<file path="config.mk">
export PLATFORM = sky130hd
export DESIGN_NAME = f2i
export DESIGN_NICKNAME = d
export VERILOG_FILES = /design/src/rtl/flog_pkg.sv /design/src/rtl/f2i_log_sq_step.sv /design/src/rtl/f2i.sv
export SDC_FILE = /design/constraint.sdc
export NUM_CORES = 1
export LEC_CHECK = 0
export CAP_MARGIN = 40
export CORE_MARGIN = 2
export CORE_UTILIZATION = 60
export DETAILED_ROUTE_END_ITERATION = 8
export MAX_ROUTING_LAYER = met4
export PLACE_DENSITY = 0.86
export SETUP_SLACK_MARGIN = 0.05
export SLEW_MARGIN = 20
export SYNTH_ARGS = -nofsm -noshare
export SYNTH_HDL_FRONTEND = slang
export SYNTH_HIERARCHICAL = 1
export SYNTH_SLANG_ARGS = --single-unit
</file>
<file path="constraint.sdc">
create_clock -name clk -period 11.71 [get_ports clk]
set_clock_uncertainty 0.15 [all_clocks]
set_input_delay 3.513 -clock clk [delete_from_list [all_inputs] [get_ports clk]]
set_output_delay 3.513 -clock clk [all_outputs]
set_load 0.005 [all_outputs]
</file>
<file path="src/rtl/flog_pkg.sv">
// Shared widths, FSM state type and exception codes for the bfloat16 log2 datapath.
package flog_pkg;

    localparam int EXP_WIDTH   = 8;
    localparam int FRACT_WIDTH = 7;
    localparam int BIAS        = 127;
    localparam int GUARD_BITS  = 4;

    // Squaring register: 1 integer bit plus FRACT_WIDTH+GUARD_BITS fraction bits.
    localparam int Y_WIDTH     = 1 + FRACT_WIDTH + GUARD_BITS;
    localparam int DATA_WIDTH  = 1 + EXP_WIDTH + FRACT_WIDTH;
    localparam int K_WIDTH     = $clog2(FRACT_WIDTH);

    typedef enum logic [1:0] {
        IDLE  = 2'd0,
        CHECK = 2'd1,
        ITER  = 2'd2,
        DONE  = 2'd3
    } ss_F2I;

    typedef logic [1:0] exc_t;
    localparam exc_t EXC_NONE = 2'b00;
    localparam exc_t EXC_ZERO = 2'b01;
    localparam exc_t EXC_NAN  = 2'b10;
    localparam exc_t EXC_INF  = 2'b11;

endpackage

</file>
<file path="src/rtl/f2i_log_sq_step.sv">
// One log2 bit by squaring: y in [1,2) -> y*y in [1,4); renormalise and emit the bit.
module log_sq_step
    import flog_pkg::*;
(
    input  logic [Y_WIDTH-1:0] y_i,
    output logic [Y_WIDTH-1:0] y_o,
    output logic               bit_o
);

    logic [2*Y_WIDTH-1:0] sq;

    // sq has 2 integer bits; both selects truncate back to Y_WIDTH-1 fraction bits.
    assign sq    = y_i * y_i;
    assign bit_o = sq[2*Y_WIDTH-1];
    assign y_o   = bit_o ? sq[2*Y_WIDTH-1 -: Y_WIDTH] : sq[2*Y_WIDTH-2 -: Y_WIDTH];

endmodule

</file>
<file path="src/rtl/f2i.sv">
// bfloat16 -> {unbiased exponent, log2(1.m)} front end, one log bit per cycle.
// Optional macro F2I_EXC_FLAGS_EN adds exc_o and a valid pulse for special operands.
module f2i
    import flog_pkg::*;
(
    input  logic                    clk,
    input  logic                    rst,
    input  logic                    valid_f2i_i,
    input  logic [DATA_WIDTH-1:0]   data_i,
    output logic                    busy_o,
    output logic [EXP_WIDTH-1:0]    integer_o,
    output logic [FRACT_WIDTH-1:0]  log_f_o,
`ifdef F2I_EXC_FLAGS_EN
    output logic [1:0]              exc_o,
`endif
    output logic                    valid_f2i_o
);

    ss_F2I                  state_q, state_d;
    logic [DATA_WIDTH-1:0]  data_q, data_d;
    logic [Y_WIDTH-1:0]     y_q, y_d, y_next;
    logic [K_WIDTH-1:0]     k_q, k_d;
    logic [EXP_WIDTH-1:0]   int_q, int_d;
    logic [FRACT_WIDTH-1:0] log_q, log_d;
    exc_t                   exc_q, exc_d;
    logic                   log_bit;

    logic                   sgn;
    logic [EXP_WIDTH-1:0]   exp_f;
    logic [FRACT_WIDTH-1:0] fract_f;
    exc_t                   cls;

    assign {sgn, exp_f, fract_f} = data_q;

    // Subnormals flush to zero; any negative nonzero value has no real log.
    always_comb begin
        if (exp_f == '0)
            cls = EXC_ZERO;
        else if (exp_f == '1)
            cls = (fract_f != '0 || sgn) ? EXC_NAN : EXC_INF;
        else
            cls = sgn ? EXC_NAN : EXC_NONE;
    end

    log_sq_step u_step (
        .y_i   (y_q),
        .y_o   (y_next),
        .bit_o (log_bit)
    );

    // NOTE: every next-state variable gets a default first so no latch is inferred.
    always_comb begin
        state_d = state_q;
        data_d  = data_q;
        y_d     = y_q;
        k_d     = k_q;
        int_d   = int_q;
        log_d   = log_q;
        exc_d   = exc_q;
        case (state_q)
            IDLE: begin
                if (valid_f2i_i) begin
                    data_d  = data_i;
                    state_d = CHECK;
                end
            end
            CHECK: begin
                exc_d = cls;
                if (cls == EXC_NONE) begin
                    int_d   = exp_f - EXP_WIDTH'(BIAS);
                    y_d     = {1'b1, fract_f, {GUARD_BITS{1'b0}}};
                    k_d     = K_WIDTH'(FRACT_WIDTH - 1);
                    state_d = ITER;
                end else begin
`ifdef F2I_EXC_FLAGS_EN
                    int_d   = '0;
                    log_d   = '0;
                    state_d = DONE;
`else
                    state_d = IDLE;
`endif
                end
            end
            ITER: begin
                log_d[k_q] = log_bit;
                y_d        = y_next;
                if (k_q == '0)
                    state_d = DONE;
                else
                    k_d = k_q - 1'b1;
            end
            DONE:    state_d = IDLE;
            default: state_d = IDLE;
        endcase
    end

    // NOTE: sequential state uses non-blocking assignments only.
    always_ff @(posedge clk or posedge rst) begin
        if (rst) begin
            state_q <= IDLE;
            data_q  <= '0;
            y_q     <= '0;
            k_q     <= '0;
            int_q   <= '0;
            log_q   <= '0;
            exc_q   <= EXC_NONE;
        end else begin
            state_q <= state_d;
            data_q  <= data_d;
            y_q     <= y_d;
            k_q     <= k_d;
            int_q   <= int_d;
            log_q   <= log_d;
            exc_q   <= exc_d;
        end
    end

    assign busy_o      = (state_q != IDLE);
    assign valid_f2i_o = (state_q == DONE);
    assign integer_o   = int_q;
    assign log_f_o     = log_q;
`ifdef F2I_EXC_FLAGS_EN
    assign exc_o       = exc_q;
`else
    // exc_q only reaches a port in the flagged build.
    logic unused_exc;
    assign unused_exc  = ^exc_q;
`endif

endmodule

</file>
## After elaboration in Yosys (flattened, before gate mapping)

Cells that the tools add are included.

| storage, ports and cells | value |
|---|---|
| bits in registers | 48 |
| input port bits | 19 |
| output and inout bits | 17 |
| word-level logic and storage cells | 50 |

| operators by class | value |
|---|---|
| add/subtract/negate cells | 2 |
| $mul | 1 |
| order comparisons | 2 |
| eq/ne operators | 8 |
| muxes and demuxes | 17 |
| reductions and logical operators | 14 |

Operators by type and width:

| kind | count |
|---|---|
| multiplier 12 x 12 -> 24 bit | 1 |
| two-way mux 12 bit | 2 |
| one-hot mux 12 bit (2 select lines) | 1 |
| two-way mux 2 bit | 6 |
| equality test 8 bit (second input constant) | 1 |
| zero test 8 bit | 1 |
| inequality test 2 bit (second input constant) | 4 |
| one-hot mux 2 bit (4 select lines) | 1 |
| AND reduction 2 bit | 4 |
| subtractor 8 x 7 -> 8 bit (second input constant) | 1 |
| bitwise mux 7 bit | 1 |
| nonzero test 7 bit | 1 |
| two-way mux 3 bit | 2 |
| one-hot mux 3 bit (2 select lines) | 1 |
| equality test 2 bit (second input constant) | 2 |
| zero test 2 bit | 2 |
| less-than comparator 3 x 4 -> 1 bit (second input constant) | 1 |
| nonzero test 2 bit | 2 |
| demux 1 bit (select 3 bit) | 1 |
| >= comparator 3 x 1 -> 1 bit (second input constant) | 1 |
| zero test 3 bit | 1 |
| AND reduction 3 bit | 1 |
| subtractor 3 x 1 -> 3 bit (second input constant) | 1 |
| equality test 2 x 1 -> 1 bit (second input constant) | 1 |
| 3 further kinds | 4 |

## Logic depth before layout (Yosys ltp)

| depth | value |
|---|---|
| depth in word-level cells | 8 |
| gate-level depth with buffers | 25 |
| gate-level depth less buffers | 22 |

## Modules after synthesis

The synthesis kept the hierarchy.

Modules (own cells, without submodules):

| module | instances | cells an instance | area an instance (um2) |
|---|---|---|---|
| log_sq_step | 1 | 506 | 4370.4 |
| f2i | 1 | 185 | 2243.4 |

## Least setup slack after synthesis

Ideal clock, no wire load.

| path | value |
|---|---|
| path kind | register -> register |
| from | register y_q[10] |
| to | register y_q[4] |
| library setup time | 123 ps |
| data arrival time | 5840 ps |
| setup slack | 5598 ps |
| stages on the path, launching flop included | 23 |
| path buffers | 3 |
| cells stage by stage | dfrtp_1 clkbuf_1 and2_1 inv_1 fa_1 inv_1 fa_1 fa_1 fa_1 inv_1 fa_1 inv_1 ha_1 buf_6 nand4_4 a211oi_4 a21oi_2 or4_4 nand4_4 buf_12 mux2_4 or3_1 o221a_2 |

| between the ends | value |
|---|---|
| word-level cells in the longest chain between the ends | 3 |

Ends and longest elaborated chain:

| what | RTL line | RTL |
|---|---|---|
| from (decl) | f2i.sv:21 | `logic [Y_WIDTH-1:0] y_q, y_d, y_next;` |
| from (signal assigned) | f2i.sv:110 | `y_q <= y_d;` |
| multiplier 12 x 12 -> 24 bit | f2i_log_sq_step.sv:13 | `assign sq = y_i * y_i;` |
| two-way mux 12 bit | f2i_log_sq_step.sv:15 | `assign y_o = bit_o ? sq[2*Y_WIDTH-1 -: Y_WIDTH] : sq[2*Y_WIDTH-2 -: Y_WIDTH];` |
| via y_next[4] | f2i.sv:21 |  |
| one-hot mux 12 bit (2 select lines) | f2i.sv:60 | `case (state_q)` |

The timed path passes the listed nets, and every way through them passes these cells.
A chain may end at the register's enable or synchronous reset.

## Final worst setup path

| path | value |
|---|---|
| from | register y_q[2] |
| to | register y_q[8] |

Same word-level chain as after synthesis.

==> results.txt <==
For this block, the routed nets add up to 13,890 um of wire. The tools report the length of the first detailed-routing pass in iterations as 6. The tools report the total number of vias as 4,814. The largest single stage delay on the critical path is 650 ps. The cell area that synthesis handed to floorplanning was 6614 um^2. The net count of the finished layout is 874. The worst hold path begins at integer_o[6].

The number of global-route vias before repair is 5,138, and the non-filler instance count after layout is 850. The slowest stage of the critical path belongs to the cell sky130_fd_sc_hd__dfrtp_1. For the core outline area, the log shows 10,790 um^2.

The count of buffer and inverter cells on the critical path works out to 4. The count of cells along the worst hold path works out to 2. Post-CTS repair changed the size of 0 cells. The arrival time at the worst endpoint came out at 6600 ps. The die covers 11,880 um^2. The type of origin of the critical path was a register.

Clock tree root buffer cell: sky130_fd_sc_hd__clkbuf_8. For the first-pass GRT wire length, the log shows 23,620 um. Number of antenna-violating nets in the routed design: 0.

The signal on the critical path passes through and2_1 -> inv_1 -> fa_1 -> inv_1 -> fa_1 -> fa_1 -> fa_1 -> inv_1 -> fa_1 -> inv_1 -> ha_1 -> nand4_4 -> a211oi_4 -> a21oi_2 -> or4_4 -> nand4_4 -> mux2_1 -> or3_1 -> o221a_1. Setup repair after global routing left no endpoint under its margin. The number of placement rows is 38.

The most used cell along the critical path is sky130_fd_sc_hd__fa_1. For the number of hold-slack violations in the final timing report, the log shows 0. Among all flip-flop cells after synthesis, the most frequent one is sky130_fd_sc_hd__dfrtp_1. Dividing the detail-routed wire length by the instance count gives 16.34 um. The net count after synthesis came out at 856.

The flow ran to the end, and the final reports show no timing, DRC or antenna violations. The startpoint identified for the worst register-to-register timing path is y_q[2]. In the final timing run, aggregate negative setup slack is 0 ps.

The detailed router finished its first iteration with 265 violations. The total of buffers placed on input and output ports was 35. TritonCTS built the clock tree. STA puts the critical path data required time at 11,750 ps. In the layout the commonest cells are sky130_fd_sc_hd__inv_1, sky130_fd_sc_hd__fa_1, sky130_fd_sc_hd__ha_1.

The DRC violations left came out at 0. The vertical die dimension was 109.0 um; the share of synthesized registers carrying an async set or reset was 1.000. The min-delay analysis places its worst path in the category reg2reg.

The logs give 0.6128 for the starting density of the core and 0.9521 for the placer congestion estimate. The tools report the total instance count after detailed placement as 842. The count of cell instances traversed by the critical path was 19; the number of buffers inserted during clock tree synthesis was 5. The number of flops mapped to enable cells by yosys is 0, and the number of cells traversed by the worst register-to-register path is 19. Clock-pin slew was measured on the worst setup and hold paths at 90 ps. For the post-CTS setup repair buffer count, the log shows 0.

Grouping stages by cell kind, the critical path spends the most delay in adder cells. Across the run, the number of max-cap violations was 0. The wire-length estimate of the detail-placed layout is 11,440 um.

Synthesis produced a netlist whose cell count is 691. The fraction of final layout cells with drive strength greater than 1 is 0.1056. Timing would allow up to 0.1524 GHz. The total count of max-transition violations in the final report came out at 0. The H-tree was split into 2 levels. By startpoint and endpoint, the worst setup path is classified as reg2reg. The worst relative slew slack was 0.5216; the die width was 109.0 um. The tools report the endpoint kind of the worst setup timing path as a register. The repair_antennas step left the layout with diodes totalling 0. For the worst-skew pair, the clock arrives at the later sink with an insertion delay of 300 ps. Timing startpoint of the critical path: y_q[2]. Averaged over all synthesized cells, the footprint is 9.571 um^2. The proportion of synthesized chip area in sequential cells came out at 0.1816.

The buffer depth of the longest clock path is 2. The initial antenna violation count came out at 0. From synthesis to final layout, the design area changed by 7.529%. In this run, distinct cell masters in the synthesized netlist total 63.

Post-route clock period utilization: 0.5604. In this run the worst path has a maximum fanout of 13. Hold repair after CTS inserted 0 buffers. The setup slack of the most critical reg-to-reg path was 5150 ps. The number of synthesis warnings was 6; the clock period minus final worst setup slack was 6562 ps. The tools report the number of clock sinks as 48. For the pin with the worst max-slew slack, the measured transition is 715.9 ps. For the remaining global-route overflow, the log shows 0. Leaving out fill and tap cells, the most frequent cell in the layout is sky130_fd_sc_hd__inv_1. After detailed routing, the number of vias per cell comes to 5.664.

The number of ports placed on the die boundary is 36. The global-route usage over all layers was 0.2591; the count of state elements after synthesis was 48. Entering global routing, the biggest net connects 28 pins.

The number of failing setup endpoints in the final timing report was 0.
[path summary, 6_finish.rpt]
path	endpoint
max in group asynchronous	data_q[13]
min reg2reg	integer_o[6]
min in group asynchronous	log_f_o[1]
min	integer_o[6]
max reg2reg	y_q[8]
max	y_q[8]
[through the flow]
step / hold WS (ps) / cell area, um^2 / utilization / worst slack, ps
floorplan: 317.1 / 6614 / - / 5598
global placement: 317.7 / 6984 / 0.6471 / 5363
detailed placement: 329.7 / 7004 / 0.6490 / 5236
CTS: 356.3 / 7112 / 0.6589 / 5177
global route: 384.1 / 7112 / 0.6589 / 4876
finish: 359.1 / 7112 / 0.6589 / 5148
[cell families (layout without fill, tap and decap cells)]
kind of cell | after synthesis | count (layout) | share of synthesized area
mux | 39 | 39 | 0.07018
simple gates | 173 | 173 | 0.1425
compound gates | 90 | 90 | 0.1010
xor+xnor | 22 | 22 | 0.02913
flops | 48 | 48 | 0.1816
buf+inv | 173 | 192 | 0.1075
fa+ha+maj | 146 | 146 | 0.3681
[sequential cells by signal, indices dropped and copies added, names as in the netlist, named ones only]
signal	count
data_q	16
integer_o	8
k_q	3
log_f_o	7
state_q	1
y_q	12
[routing by layer]
metal	up-vias	global-route usage	routed length, um
met5	-	-	0
met4	0	0.06777	313
met3	31	0.02570	654
met2	178	0.4614	7222
met1	2357	0.3153	5702
li1	2248	-	-
[layout make-up]
cell class,instances,area [um^2]
clock buffers,6,72.57
repair buffers,36,370.4
inverters,148,555.5
flip-flops and latches,48,1201
well taps,140,175.2
fillers,817,3681
multi-input cells,470,4702
clock inverters,2,35.03
[cells in the mapped netlist, drive strengths merged, types with 5 or more instances]
library cell    n  area (um^2)
xnor2          12        105.1
buf            10        98.84
o21ai          27        138.9
inv           148        555.5
nand4          11        105.1
clkbuf         15        56.30
o221a           7        78.82
a21oi          23        122.6
and3            5        42.54
or3             8        50.05
dfrtp          48         1201
nor3           10        50.05
and2           42        264.0
mux2           38        454.2
nor2           15        61.31
fa             81         1622
xor2           10        87.58
nand2          56        210.2
ha             65        813.3
nand3          12        60.06
[tightest hold or removal path: stages (launching register included)]
cell and delay (ps):
sky130_fd_sc_hd__dfrtp_1 370, sky130_fd_sc_hd__nand2_1 50, sky130_fd_sc_hd__o21ai_0 60
Power is not shown: default switching activity piles up to over one toggle a cycle in this logic, so the estimate is an artifact.
